### config.mk
export PLATFORM = sky130hd
export DESIGN_NAME = ex_operand_ctrl
export DESIGN_NICKNAME = d
export VERILOG_FILES = /design/src/rtl/ex_operand_pkg.sv /design/src/rtl/ex_operand_decode.sv /design/src/rtl/ex_operand_ctrl.sv
export SDC_FILE = /design/constraint.sdc
export NUM_CORES = 1
export LEC_CHECK = 0
export ABC_AREA = 1
export CAP_MARGIN = 20
export CELL_PAD_IN_SITES_DETAIL_PLACEMENT = 2
export CELL_PAD_IN_SITES_GLOBAL_PLACEMENT = 2
export CORE_MARGIN = 1
export CORE_UTILIZATION = 24
export CTS_BUF_LIST = sky130_fd_sc_hd__clkbuf_4 sky130_fd_sc_hd__clkbuf_8
export DETAILED_ROUTE_END_ITERATION = 16
export PLACE_DENSITY_LB_ADDON = 0.1
export RECOVER_POWER = 100
export SYNTH_ARGS = -nofsm -noshare
export SYNTH_HDL_FRONTEND = slang
export SYNTH_HIERARCHICAL = 1
export SYNTH_SLANG_ARGS = --single-unit
export TNS_END_PERCENT = 5
### constraint.sdc
create_clock -name clk -period 3.4 [get_ports clk]
set_input_delay 1.02 -clock clk [delete_from_list [all_inputs] [get_ports clk]]
set_output_delay 1.02 -clock clk [all_outputs]
set_load 0.01 [all_outputs]
### src/rtl/ex_operand_pkg.sv
// Shared codes for the ID->EX operand scheduler: ALU source selects, forwarding
// selects, opcode/func values and the hazard FSM state type.
package ex_operand_pkg;

    localparam logic [2:0] SRC_REG    = 3'd0;
    localparam logic [2:0] SRC_ZIMM   = 3'd1;
    localparam logic [2:0] SRC_SIMM   = 3'd2;
    localparam logic [2:0] SRC_VSHIFT = 3'd3;
    localparam logic [2:0] SRC_SHAMT  = 3'd4;

    localparam logic [1:0] FWD_REG   = 2'd0;
    localparam logic [1:0] FWD_EXMEM = 2'd1;
    localparam logic [1:0] FWD_MEMWB = 2'd2;

    localparam logic [5:0] OP_RTYPE = 6'h00;
    localparam logic [5:0] OP_BEQ   = 6'h04;
    localparam logic [5:0] OP_BNE   = 6'h05;
    localparam logic [5:0] OP_ADDI  = 6'h08;
    localparam logic [5:0] OP_ADDIU = 6'h09;
    localparam logic [5:0] OP_SLTI  = 6'h0A;
    localparam logic [5:0] OP_SLTIU = 6'h0B;
    localparam logic [5:0] OP_ANDI  = 6'h0C;
    localparam logic [5:0] OP_ORI   = 6'h0D;
    localparam logic [5:0] OP_XORI  = 6'h0E;
    localparam logic [5:0] OP_LW    = 6'h23;
    localparam logic [5:0] OP_SW    = 6'h2B;

    localparam logic [5:0] F_SLL  = 6'h00;
    localparam logic [5:0] F_SRL  = 6'h02;
    localparam logic [5:0] F_SRA  = 6'h03;
    localparam logic [5:0] F_SLLV = 6'h04;
    localparam logic [5:0] F_SRLV = 6'h06;
    localparam logic [5:0] F_SRAV = 6'h07;

    typedef enum logic [1:0] {
        DST_NONE,
        DST_RD,
        DST_RT
    } dst_sel_t;

    typedef enum logic {
        ST_RUN,
        ST_STALL
    } hz_state_t;

endpackage

### src/rtl/ex_operand_decode.sv
// Combinational opcode/func decode: ALU source select, destination field,
// which source registers are actually read, and whether the op is a load.
module ex_operand_decode
    import ex_operand_pkg::*;
(
    input  logic [5:0] opcode,
    input  logic [5:0] func,
    output logic [2:0] src,
    output dst_sel_t   dst_sel,
    output logic       uses_rs,
    output logic       uses_rt,
    output logic       is_load
);

    always_comb begin
        src     = SRC_REG;
        dst_sel = DST_NONE;
        uses_rs = 1'b0;
        uses_rt = 1'b0;
        is_load = 1'b0;
        case (opcode)
            OP_RTYPE: begin
                dst_sel = DST_RD;
                uses_rs = 1'b1;
                uses_rt = 1'b1;
                case (func)
                    // Constant shifts take the amount from shamt, so rs is not read.
                    F_SLL, F_SRL, F_SRA: begin
                        src     = SRC_SHAMT;
                        uses_rs = 1'b0;
                    end
                    F_SLLV, F_SRLV, F_SRAV: src = SRC_VSHIFT;
                    default:                src = SRC_REG;
                endcase
            end
            OP_ANDI, OP_ORI, OP_XORI: begin
                src     = SRC_ZIMM;
                dst_sel = DST_RT;
                uses_rs = 1'b1;
            end
            OP_ADDI, OP_ADDIU, OP_SLTI, OP_SLTIU: begin
                src     = SRC_SIMM;
                dst_sel = DST_RT;
                uses_rs = 1'b1;
            end
            OP_LW: begin
                src     = SRC_SIMM;
                dst_sel = DST_RT;
                uses_rs = 1'b1;
                is_load = 1'b1;
            end
            OP_SW: begin
                src     = SRC_SIMM;
                uses_rs = 1'b1;
                uses_rt = 1'b1;
            end
            OP_BEQ, OP_BNE: begin
                uses_rs = 1'b1;
                uses_rt = 1'b1;
            end
            default: ;
        endcase
    end

endmodule

### src/rtl/ex_operand_ctrl.sv
// ID->EX operand scheduler: decode, EX/MEM destination tracking, forwarding
// selects, hazard stalls and EX-stage registers. Optional macro: OPERAND_FWD_EN.
module ex_operand_ctrl
    import ex_operand_pkg::*;
#(
    parameter int unsigned REG_W = 5,
    parameter int unsigned SRC_W = 3
) (
    input  logic             clk,
    input  logic             reset,
    input  logic             id_valid,
    input  logic [5:0]       id_opcode,
    input  logic [5:0]       id_func,
    input  logic [REG_W-1:0] id_rs,
    input  logic [REG_W-1:0] id_rt,
    input  logic [REG_W-1:0] id_rd,
    input  logic             flush,
    output logic             stall,
    output logic             ex_valid,
    output logic [SRC_W-1:0] ex_src_ctrl,
    output logic [1:0]       ex_fwd_a,
    output logic [1:0]       ex_fwd_b,
    output logic [REG_W-1:0] ex_dst,
    output logic             ex_mem_read
);

    logic [2:0]       id_src;
    dst_sel_t         id_dst_sel;
    logic             id_uses_rs;
    logic             id_uses_rt;
    logic             id_is_load;
    logic [REG_W-1:0] id_dst;
    // WB needs no tracking: the register file writes before it is read.
    logic [REG_W-1:0] mem_dst;
    hz_state_t        state;
    logic             match_ex_a, match_ex_b, match_mem_a, match_mem_b;
    logic             hazard;
    logic             bubble;

    ex_operand_decode u_decode (
        .opcode  (id_opcode),
        .func    (id_func),
        .src     (id_src),
        .dst_sel (id_dst_sel),
        .uses_rs (id_uses_rs),
        .uses_rt (id_uses_rt),
        .is_load (id_is_load)
    );

    always_comb begin
        id_dst = '0;
        case (id_dst_sel)
            DST_RD:  id_dst = id_rd;
            DST_RT:  id_dst = id_rt;
            default: id_dst = '0;
        endcase
    end

    // ex_dst/mem_dst are 0 for bubbles, and register 0 is excluded explicitly.
    assign match_ex_a  = id_valid && id_uses_rs && (id_rs != '0) && (id_rs == ex_dst);
    assign match_ex_b  = id_valid && id_uses_rt && (id_rt != '0) && (id_rt == ex_dst);
    assign match_mem_a = id_valid && id_uses_rs && (id_rs != '0) && (id_rs == mem_dst);
    assign match_mem_b = id_valid && id_uses_rt && (id_rt != '0) && (id_rt == mem_dst);

`ifdef OPERAND_FWD_EN
    logic [1:0] fwd_a_next, fwd_b_next;

    assign hazard = ex_mem_read && (match_ex_a || match_ex_b);
    assign stall  = hazard && !flush && (state == ST_RUN);

    always_comb begin
        fwd_a_next = FWD_REG;
        fwd_b_next = FWD_REG;
        if (match_ex_a)       fwd_a_next = FWD_EXMEM;
        else if (match_mem_a) fwd_a_next = FWD_MEMWB;
        if (match_ex_b)       fwd_b_next = FWD_EXMEM;
        else if (match_mem_b) fwd_b_next = FWD_MEMWB;
    end
`else
    logic [1:0] hold_cnt;

    assign hazard   = match_ex_a || match_ex_b || match_mem_a || match_mem_b;
    assign stall    = !flush && ((state == ST_RUN) ? hazard : (hold_cnt != 2'd0));
    assign ex_fwd_a = FWD_REG;
    assign ex_fwd_b = FWD_REG;
`endif

    assign bubble = stall || flush || !id_valid;

    always_ff @(posedge clk or posedge reset) begin
        if (reset) begin
            state       <= ST_RUN;
            mem_dst     <= '0;
            ex_valid    <= 1'b0;
            ex_src_ctrl <= '0;
            ex_dst      <= '0;
            ex_mem_read <= 1'b0;
`ifdef OPERAND_FWD_EN
            ex_fwd_a    <= FWD_REG;
            ex_fwd_b    <= FWD_REG;
`else
            hold_cnt    <= 2'd0;
`endif
        end else begin
            mem_dst <= ex_dst;
            if (bubble) begin
                ex_valid    <= 1'b0;
                ex_src_ctrl <= '0;
                ex_dst      <= '0;
                ex_mem_read <= 1'b0;
`ifdef OPERAND_FWD_EN
                ex_fwd_a    <= FWD_REG;
                ex_fwd_b    <= FWD_REG;
`endif
            end else begin
                ex_valid    <= 1'b1;
                ex_src_ctrl <= SRC_W'(id_src);
                ex_dst      <= id_dst;
                ex_mem_read <= id_is_load;
`ifdef OPERAND_FWD_EN
                ex_fwd_a    <= fwd_a_next;
                ex_fwd_b    <= fwd_b_next;
`endif
            end

`ifdef OPERAND_FWD_EN
            case (state)
                ST_RUN:   if (stall) state <= ST_STALL;
                default:  state <= ST_RUN;
            endcase
`else
            // hold_cnt is the number of stall cycles still owed after the current one.
            case (state)
                ST_RUN: begin
                    if (stall) begin
                        state    <= ST_STALL;
                        hold_cnt <= (match_ex_a || match_ex_b) ? 2'd1 : 2'd0;
                    end
                end
                default: begin
                    if (flush || (hold_cnt == 2'd0)) begin
                        state    <= ST_RUN;
                        hold_cnt <= 2'd0;
                    end else begin
                        hold_cnt <= hold_cnt - 2'd1;
                    end
                end
            endcase
`endif
        end
    end

endmodule

Word level (Yosys, flattened, before mapping)
Index checks and enable logic that the tools add are counted.

Register bits after elaboration: 18. Bits of input ports: 31. Output and inout bits: 15. Logic and storage cells: 81.

Add/subtract/negate cells: 1. Equality and inequality tests: 22. Muxes and demuxes: 20. Reduce and logical (&&, ||, !) cells: 31.

Operators with widths (number): $eq A6 B4 Y1 const B (7); $eq A6 B3 Y1 const B (5); $eq A5 B5 Y1 (4); $eq A6 B2 Y1 const B (2); $eq A6 B6 Y1 const B (2); $logic_not A6 Y1 (2); $reduce_or A11 Y1 (1); $mux W1 (10); $pmux W5 S2 (1); $reduce_bool A5 Y1 (2); $logic_and A1 B1 Y1 (9); $pmux W3 S3 (1); $reduce_or A3 Y1 (3); $reduce_or A8 Y1 (1); $logic_or A1 B1 Y1 (6); $mux W2 (3); $pmux W3 S2 (1); $reduce_or A6 Y1 (1); $mux W5 (1); $pmux W2 S2 (1); $reduce_bool A2 Y1 (2); $reduce_or A4 Y1 (1); $mux W3 (1); $eq A2 B1 Y1 const B (1); other kinds (5) (6).

Logic depth before layout (Yosys ltp)
Word-level depth: 15. Mapped depth: 18. Mapped depth without buffers: 18.

By module
Netlist, hierarchy kept.

Modules (own cells, without submodules): ex_operand_ctrl (times used 1, cells each 158, area an instance 1137.3 um^2, sequential area each 450.4 um^2); ex_operand_decode (times used 1, cells each 47, area an instance 232.7 um^2, sequential area each 0.0 um^2).

Worst setup path after synthesis
OpenSTA, ideal clock, no wires.

Kind: input -> output. Start point: input port id_opcode[1]. End point: output port stall. Arrival: 2.142 ns. Required time: 2.380 ns. Setup slack: 0.238 ns. Cell stages on the path: 14. Path buffers: 0. Cells stage by stage: nor2_1 > nand3_2 > nor2_1 > nor2_1 > nand2_1 > nand2_1 > inv_1 > nand2_1 > nand3b_1 > nand2_1 > inv_1 > nand2_2 > nand3_1 > inv_1.

Cells in the longest elaborated chain, start to end: 11. Elaborated cells between the ends (all ways): 29. Classes of those cells: eq/ne: 11; mux: 3; reduce/logical: 15.

RTL lines: from (decl) (line ex_operand_ctrl.sv:12) `input logic [5:0] id_opcode,`; $eq A6 B4 Y1, or another cell as far along (line ex_operand_decode.sv:21) `case (opcode)`; $reduce_or A11 Y1 (no source line); $pmux W1 S2 * (line ex_operand_decode.sv:21); via id_uses_rs (line ex_operand_ctrl.sv:29) `logic id_uses_rs;`; $logic_and A1 B1 Y1 * (2 in a row) (line ex_operand_ctrl.sv:60, ex_operand_ctrl.sv:62); $logic_and A1 B1 Y1 (line ex_operand_ctrl.sv:60) `assign match_ex_a = id_valid && id_uses_rs && (id_rs != '0) && (id_rs == ex_dst);`; $logic_or A1 B1 Y1 (line ex_operand_ctrl.sv:82) `assign hazard = match_ex_a || match_ex_b || match_mem_a || match_mem_b;`; $logic_or A1 B1 Y1 * (2 in a row) (line ex_operand_ctrl.sv:82); $mux W1 * (line ex_operand_ctrl.sv:83) `assign stall = !flush && ((state == ST_RUN) ? hazard : (hold_cnt != 2'd0));`; $logic_and A1 B1 Y1 * (line ex_operand_ctrl.sv:83); to (decl) (line ex_operand_ctrl.sv:18) `output logic stall,`.

Mark *: on every way through the listed nets, which the timed path passes. The rest lies on a longest branch.

Worst setup path after layout
Start point: input port id_func[2]. End point: register hold_cnt[0].

Cells in the longest elaborated chain, start to end: 13. Elaborated cells between the ends (all ways): 19. Classes of those cells: eq/ne: 2; mux: 6; reduce/logical: 11.

RTL lines: from (decl) (line ex_operand_ctrl.sv:13) `input logic [5:0] id_func,`; $eq A6 B2 Y1 or $logic_not A6 Y1 (tied branches) (line ex_operand_decode.sv:26) `case (func)`; $reduce_or A3 Y1 * (line ex_operand_decode.sv:26); $mux W1 * (line ex_operand_decode.sv:26); $pmux W1 S2 * (line ex_operand_decode.sv:21); via id_uses_rs (line ex_operand_ctrl.sv:29); $logic_and A1 B1 Y1 * (2 in a row) (line ex_operand_ctrl.sv:60, ex_operand_ctrl.sv:62); $logic_and A1 B1 Y1 (line ex_operand_ctrl.sv:60); $logic_or A1 B1 Y1 (line ex_operand_ctrl.sv:82, ex_operand_ctrl.sv:137); $logic_or A1 B1 Y1 (2 in a row) (line ex_operand_ctrl.sv:82); $mux W1 (line ex_operand_ctrl.sv:83); $logic_and A1 B1 Y1 (line ex_operand_ctrl.sv:83); $reduce_bool A2 Y1 (no source line); to (signal assigned) (line ex_operand_ctrl.sv:137) `hold_cnt <= (match_ex_a || match_ex_b) ? 2'd1 : 2'd0;`; to (signal assigned) (line ex_operand_ctrl.sv:145) `hold_cnt <= hold_cnt - 2'd1;`; to (decl) (line ex_operand_ctrl.sv:80) `logic [1:0] hold_cnt;`.

Mark *: on every way through the listed nets, which the timed path passes. The rest lies on a longest branch. The select of a mux whose other input is x is not followed. A chain may end at the register's enable or synchronous reset.

==> metrics.yaml <==
status: "finished with violations"
violations: "setup timing"
initial_core_util_pct: 24.9
fin_ws_ns: -0.111
io_buffer_count: 41
critPathTopFamily: "buffers and inverters"
cts_inserted_buffers: 3
core_mm2: 0.00551
critPathRequiredTime_ns: 3.56
io_pins: 46
routed_wl_um: 4780
clk_latency_ns: 0.26
placed_area_mm2: 0.00195
clockBufferDepth: 2
yosysSeqAreaShare_pct: 32.9
wire_per_inst_um: 13.7
power.density_mw_per_mm2: 233
finalSetupViolCount: 2
num_antenna_cells: 0
hold_viol_final: 0
synth_adder_area_share_pct: 2.74
grt_pass1_vias: 1681
slowest_delay_ns: 0.25
hpwl_um: 3440
synth_top_family_by_area: "simple AND/OR/NAND/NOR gates"
crit_arrival_ns: 3.67
hold_path_class: "reg -> reg"
finClkSkew_ns: 0.00321
grt_usage_pct: 17.1
ant_nets: 0
cts_root_buf: "clkbuf_8"
postSynthCellCount: 205
p_leak_nw: 1.16
drtPass1Iterations: 2
antenna_found_initial: 0
path_clk_slew_ns: 0.08
finish.utilization_pct: 38.7
synthSimpleGateAreaFrac_pct: 38.8
maxCapViolCount: 0
grt-ovfl-total: 0
fmax_mhz: 285
drv_slew: 0
synth_area_leaders: "dfrtp_1 (33%), nand2_1 (15%), inv_1 (12%)"
die_area_mm2: 0.00601
critPathSlowestCell: "or2_1"
path_class: "in -> reg"
rows: 27
rsz0062_at_grt: "true"
syn-cell-area_mm2: 0.00137
layout-area-overhead-vs-synth_pct: 55.6
ys_ff_latch: 18
synth.top_cell.area_share_pct: 32.9
htree_levels: 1
nFillCells: 667
cp-end-kind: "register"
via_per_inst: 4.31
cts_num_sinks: 18
cts_tree: "yes"
yosysUniqueCellTypes: 24
p_total_mw: 0.498
drc: 0
synthXorXnorAreaFrac_pct: 7.67
layout_min_cycle_time_ns: 3.51
grt_first_pass_wirelength_um: 8010
ys_warn_count: 6
die_y_um: 77.6
vias: 1499
crit_path_frequent_cell: "buf_4"
critPathBufInv: 14
tightestPinTransition_ns: 0.763
setup-tns-final_ns: -0.221
die_w_um: 77.6
drive_above_1_share_pct: 26.4
final_cell_mix: "nand2_1 (53), inv_1 (39), buf_4 (29), nor2_1 (23), dfrtp_1 (18)"
drt_iter0_markers: 17
fin_crit_sh_pct: 103
synth_largest_area_cell: "dfrtp_1"
hold_buffers: 0
setup.worst_path.start_class: "input pin"
slew_headroom_pct: 49.1
pre_cts_ws_ns: -0.925
post_synth.cell_area_avg_um2: 6.68
grt_max_degree: 19
final_cell_area_mm2: 0.00213
peakVddDrop_v: 0.000101
place_congestion: 0.711
synthMuxAreaShare_pct: 0
cp_max_fo: 2
final_common_cell: "nand2_1"
synth_compound_area_share_pct: 3.65
nNetsFinal: 312
==> layer usage <==
| metal | share of wire (%) | track usage, % |
|---|---|---|
| met3 | 2.2 | 1.18 |
| met2 | 53 | 32.7 |
| met1 | 43 | 20.0 |
| met4 | 1.3 | 5.09 |
| met5 | 0 | 0 |
==> kinds of logic (layout without fill, tap and decap cells) <==
| family | count (synthesis) | count (layout) |
|---|---|---|
| xor+xnor | 12 | 12 |
| fa+ha+maj | 3 | 3 |
| simple gates | 118 | 118 |
| compound gates | 6 | 6 |
| flops | 18 | 18 |
| other cells | 1 | 4 |
| buf+inv | 47 | 115 |
==> path summary, 6_finish.rpt <==
check                                 from  slack [ns]  cells after the start           to
worst max-delay path            id_func[2]       -0.11                     26  hold_cnt[0]
max in group asynchronous            reset        1.60                      2   mem_dst[1]
worst min register to register   ex_dst[4]        0.47                      0   mem_dst[4]
worst max register to register   ex_dst[1]        0.80                     22  hold_cnt[0]
worst min-delay path             ex_dst[4]        0.47                      0   mem_dst[4]
min in group asynchronous            reset        1.33                      2   mem_dst[4]
==> worst register-to-register path: stages, from the launching register on <==
cell and delay, ns:
dfrtp_1 0.44, inv_1 0.06, nand2_1 0.06, nand2_1 0.05, nand2_1 0.06, nor2_1 0.05
nand3b_1 0.12, nand2_2 0.08, buf_4 0.14, buf_4 0.13, buf_4 0.12, buf_4 0.12
buf_4 0.12, buf_4 0.12, buf_4 0.12, buf_4 0.12, buf_4 0.12, buf_4 0.12
buf_4 0.12, nand4_1 0.07, nand2_1 0.07, inv_1 0.05, nand2_1 0.04
==> state kept, by name, summed over array words and instances, names as in the netlist <==
register / cells
ex_dst: 5
state: 1
mem_dst: 5
ex_src_ctrl: 3
ex_valid: 1
ex_mem_read: 1
hold_cnt: 2
==> power by group <==
part	switching (mW)	internal (mW)	leakage [nW]	total (mW)
clock network	0.0810	0.0791	0.0216	0.160
registers	0.00150	0.217	0.250	0.218
logic	0.0636	0.0558	0.887	0.119
==> synth_stat cells <==
master    instances
nor2_4            1
conb_1            1
inv_1            42
xnor2_1           5
nand3_1          14
nor3_1            3
nand3b_1          3
nand2_1          56
xor2_1            7
nand4_1           2
a22o_1            2
nand2_2           3
dfrtp_1          18
nand3_2           2
a22o_2            1
or2_1             1
buf_4             4
nor2_1           29
ha_1              3
o211ai_2          1
nand3_4           1
nor2_2            3
o21ai_0           2
inv_2             1
==> metrics by stage <==
| step | cells | hold slack (ns) |
|---|---|---|
| floorplan | 208 | 0.469 |
| global placement | 330 | 0.470 |
| detailed placement | 330 | 0.473 |
| CTS | 347 | 0.490 |
| global route | 348 | 0.513 |
| finish | 348 | 0.473 |
==> cell type report <==
cell class | instances | area, um2 | share of cell area, %
inverter | 43 | 161 | 7.57
multi-input combinational | 143 | 810 | 38.0
tap | 72 | 90.1 | 4.23
sequential | 18 | 450 | 21.1
timing repair buffer | 69 | 579 | 27.2
clock buffer | 3 | 41.3 | 1.94
==> what timing repair did <==
action,4_1_cts,5_1_grt
pin swaps,19,6
setup endpoints to repair,1,2
buffers inserted,15,1
gates resized for setup,70,12
(Power assumes the default switching activity.)
==> RTL change 1, RTL diff (same flow settings) <==
Build with the macro `OPERAND_FWD_EN` defined.
--- a/src/rtl/ex_operand_ctrl.sv
+++ b/src/rtl/ex_operand_ctrl.sv
@@ -2,2 +2,4 @@
 // selects, hazard stalls and EX-stage registers. Optional macro: OPERAND_FWD_EN.
+`define OPERAND_FWD_EN
+
 module ex_operand_ctrl
Formal check against the unedited RTL: not equivalent (a bounded check fails within 4 cycles, from zero or initial values and one cycle with reset high).
==> RTL change 1 against the unedited design <==
  * Area after synthesis down 4.2%
  * Clock skew up 0.00098 ns
  * First-iteration DRC count up 35%
  * Setup slack better by 0.18 ns
  * Critical path type is now input pin to output pin
  * Sequential power up 10%
  * Largest cell class unchanged
  * Cell area down 0.88%
  * Hold slack better by 0.0019 ns
  * Fmax up 5.3%
  * Clock power down 6%
  * Total power up 1.8%
  * Sequential cell count up 2
  * Routed wire length down 11%
==> RTL change 1: results (changes against the unedited design) <==
Critical path
  • Reg2Reg Capture Point: ex_fwd_a[1]
  • Worst path arrival time: 2.32 ns (-1.35 ns)
  • Slowest stage delay, CP: 0.58 ns (+0.33 ns)
  • R2R setup slack: 1.33 ns (+0.53 ns)
  • Crit path max fanout: 4 (+2)
  • Crit-path slowest cell: clkdlybuf4s50_1
  • R2R depth: 10 (-55%)

Synthesis
  • Post-synthesis compound-gate area fraction: 3.72% (+0.065 points)
  • Seq/Total Area, Yosys: 38.1% (+5.3 points)
  • Synth cell count leaders: nand2_1, inv_1, nor2_1, dfrtp_1, nor2_2
  • Cell variety after synth: 22 (-8.3%)
  • Synth area leaders: dfrtp_1, nand2_1, inv_1, xor2_1, nor2_1
  • Post-Syn Instances: 166 (-19%)
  • Post-Synth Adder-Cell Area: 1.91% (-0.83 points)

Drt
  • DRT iter0 DRCs: 23 (+6)
  • Vias: 1348 (-10%)
  • Post-Route WL: 4240 µm (-11%)
  • TritonRoute pass-1 iters: 3 (+1)

Global routing
  • Vias in the first global route: 1542 (-8.3%)
  • Total track usage: 15.4% (-1.7 points)
  • Largest net degree at the start of global routing: 21 (+2)
  • First-pass GRT wire length: 7050 µm (-12%)

Place
  • Post-DP Area: 1990 µm² (+2.0%)
  • Gpl congestion: 0.817 (+15%)
  • Place WS: -0.852 ns (+0.0727 ns)
  • Port bufs: 45 (+9.8%)
  • Detailed Place HPWL: 3620 µm (+5.3%)
  • Placed cells: 301 (-8.8%)

Final layout
  • Multi-input logic area: 738 µm² (-8.8%)
  • Share of cells above drive strength 1: 31.1% (+4.7 points)
  • Fin cells: 311 (-11%)
  • # fillers: 615 (-7.8%)

Timing
  • Final Skew: 0.00419 ns (+0.000979 ns)
  • Hold slack: 0.475 ns (+0.00192 ns)

Run status
  • Status: completed

Worst hold path
  • Worst hold start: ex_dst[3]
  • Worst Hold Path EP: mem_dst[3]

Power
  • Switch Pwr: 0.129 mW (-12%)
  • Static Leak: 1.10 nW (-5.2%)
==> RTL change 1: cell families (layout without fill, tap and decap cells) <==
group                      count (synthesis)  count (layout)
and+or+nand+nor                           90              90
buffers and inverters                     30             105
adders and majority gates                  2               2
DFF                                       20              20
xor gates and xnor gates                  19              19
AOI/OAI and AO/OA                          5               5
==> RTL change 1: power groups by stage <==
stage                     clock network, mW  registers, mW  logic, mW
after floorplan                           0          0.245     0.0454
after global placement                    0          0.244      0.110
after detailed placement                  0          0.244      0.115
after CTS                             0.158          0.240      0.117
after global routing                  0.163          0.240      0.129
final                                 0.150          0.240      0.117
==> RTL change 1: how the worst max path moves through the flow <==
stage / from / endpoint / slack, ns / depth (start not counted)
6_report: id_rt[4] / stall / 0.06 / 10
5_1_grt: id_opcode[5] / stall / -0.08 / 15
4_1_cts: id_opcode[2] / stall / 0.002 / 14
3_5_place_dp: id_opcode[3] / stall / -0.85 / 16
3_3_place_gp: id_opcode[1] / stall / -0.70 / 15
2_1_floorplan: id_opcode[1] / stall / 0.38 / 13
==> RTL change 1: layout make-up <==
cell class | count | area share [%]
Multi-Input combinational cell | 116 | 34.9
Timing Repair Buffer | 73 | 30.1
Sequential cell | 20 | 23.7
Inverter | 29 | 5.15
Tap cell | 70 | 4.14
Clock buffer | 3 | 1.95
==> RTL change 1: critical path, delay by kind of cell <==
family	cells	cell delay, ns
AND/OR/NAND/NOR	6	0.49
buffers and inverters	4	0.82
==> RTL change 1: repair_timing <==
item                                    in CTS  in global routing
pin swaps                                   12                  9
endpoints found under the setup margin       1                  1
buffers inserted                             7                  0
resized for setup                           56                 13
==> RTL change 1: metal layers <==
| metal | wire length, µm | share of wire (%) | up-vias | GRT usage (%) |
|---|---|---|---|---|
| met2 | 2370 | 56 | 33 | 30.7 |
| met5 | 0 | 0 | - | 0 |
| met1 | 1680 | 40 | 651 | 16.4 |
| met3 | 127 | 3.0 | 4 | 1.57 |
| met4 | 61 | 1.4 | 0 | 5.58 |
| li1 | - | - | 660 | - |
==> RTL change 2, RTL diff (config.mk and constraints unchanged) <==
Without the edit above. `mem_dst` no longer has a reset.
--- a/src/rtl/ex_operand_ctrl.sv
+++ b/src/rtl/ex_operand_ctrl.sv
@@ -92,3 +92,2 @@
             state       <= ST_RUN;
-            mem_dst     <= '0;
             ex_valid    <= 1'b0;
@@ -104,3 +103,2 @@
         end else begin
-            mem_dst <= ex_dst;
             if (bubble) begin
@@ -152,2 +150,6 @@
 
+    always_ff @(posedge clk) begin
+        mem_dst <= ex_dst;
+    end
+
 endmodule
Behaviour: differs if reset is asserted again (counterexample within 4 cycles, from zero or initial values and one cycle with reset high); with reset held inactive, the same outputs for 10 cycles.
==> RTL change 2 against the unedited design <==
  * The run still ends with negative setup slack left
  * Critical path depth fell by 10
  * Cell area rose by 1.9%
  * Routed wire length rose by 0.44%
  * Global-route usage rose by 0.15 points
  * Setup slack got worse by 0.042 ns
  * Die area fell by 1.8%
  * Core utilization rose by 2.8 points
  * Area after synthesis fell by 1.8%
  * Clock power rose by 16%
  * Total power rose by 6.1%
  * Sequential cell count did not move
==> RTL change 2: results (changes against the unedited design) <==
Drt
  • Post-Route WL: 4800 µm (+0.44%)
  • TritonRoute pass-1 iters: 2 (unchanged)
  • DRT iter0 DRCs: 27 (+10)

Timing
  • Final Skew: 0.00251 ns (-0.000701 ns)
  • Setup Viol. Count Final: 2 (unchanged)
  • Max_slew headroom: 65.4% (+16 points)
  • Final WS setup: -0.153 ns (-0.0419 ns)

Global routing
  • First-pass GRT wire length: 7890 µm (-1.5%)
  • Total track usage: 17.3% (+0.15 points)
  • Largest net degree at the start of global routing: 14 (-5)
  • Vias in the first global route: 1626 (-3.3%)

Place
  • Detailed Place HPWL: 3470 µm (+0.79%)
  • Gpl congestion: 0.721 (+1.3%)
  • Place WS: -0.946 ns (-0.0215 ns)
  • Post-DP Area: 1920 µm² (-1.4%)

Run status
  • Status: finished, violations left
  • Failing checks: negative setup slack

Synthesis
  • Synth area leaders: dfrtp_1, nand2_1, inv_1, nor2_1, dfxtp_1
  • Seq/Total Area, Yosys: 31.6% (-1.2 points)
  • Cell variety after synth: 25 (+4.2%)
  • Post-synth ARST share: 72.2% (-28 points)

Critical path
  • R2R depth: 19 (-14%)
  • Worst path arrival time: 2.53 ns (-1.14 ns)
  • Crit-path slowest cell: nor2_4

Final layout
  • Nets: 315 (+0.96%)
  • # fillers: 644 (-3.4%)

Power
  • Peak VDD IR: 0.117 mV (+16%)
  • Static Leak: 1.13 nW (-2.1%)
==> RTL change 2: final timing paths <==
kind	from	slack [ns]	endpoint
max in group asynchronous	reset	1.83	ex_dst[1]
hold reg to reg	ex_dst[3]	0.50	mem_dst[3]
min in group asynchronous	reset	1.22	ex_src_ctrl[1]
setup / recovery	id_opcode[5]	-0.15	stall
hold / removal	ex_dst[3]	0.50	mem_dst[3]
setup reg to reg	ex_dst[1]	0.80	hold_cnt[0]
==> RTL change 2: metal layers <==
layer	up-vias	part of all wire, %	routed length, µm	track usage, %
li1	753	-	-	-
met1	720	43	2050	19.9
met5	-	0	0	0
met4	0	2.6	125	8.08
met2	37	52	2520	32.1
met3	10	2.2	108	0.952
==> RTL change 2: power breakdown <==
group	internal, mW	switching (mW)	leakage [nW]	total (mW)
clock	0.103	0.0824	0.0288	0.186
combinational	0.0596	0.0652	0.885	0.125
sequential	0.216	0.00162	0.220	0.217
==> RTL change 2: layout make-up <==
class | count | share of cell area, %
Multi-Input combinational cell | 143 | 38.3
Timing Repair Buffer | 72 | 28.1
Sequential cell | 18 | 19.6
Inverter | 43 | 7.43
Tap cell | 70 | 4.03
Clock buffer | 4 | 2.53
==> RTL change 2: stage by stage <==
step / cells / power (mW) / util [%] / setup TNS (ns) / hold WS (ns)
2_1_floorplan: 208 / 0.273 / - / 0 / 0.469
3_3_place_gp: 328 / 0.335 / 36.7 / -0.889 / 0.463
3_5_place_dp: 328 / 0.338 / 36.7 / -0.946 / 0.481
4_1_cts: 347 / 0.522 / 39.7 / -0.0864 / 0.498
5_1_grt: 350 / 0.556 / 41.5 / -0.555 / 0.524
6_report: 350 / 0.528 / 41.5 / -0.254 / 0.497
==> RTL change 2: kinds of logic (layout without fill, tap and decap cells) <==
family	after synthesis	count (layout)	synth area share (%)
AO/OA/AOI/OAI	6	6	3.72
XOR/XNOR	12	12	7.81
adder cells (fa/ha/maj)	3	3	2.79
buffers and inverters	47	119	14.2
flip-flops	18	18	31.6
other	1	4	0.279
AND/OR/NAND/NOR	118	118	39.5
==> RTL change 2: repair_timing <==
action | in CTS | in global routing
pin swaps | 18 | 12
endpoints found under the setup margin | 1 | 2
resized for setup | 64 | 23
buffers inserted | 15 | 3
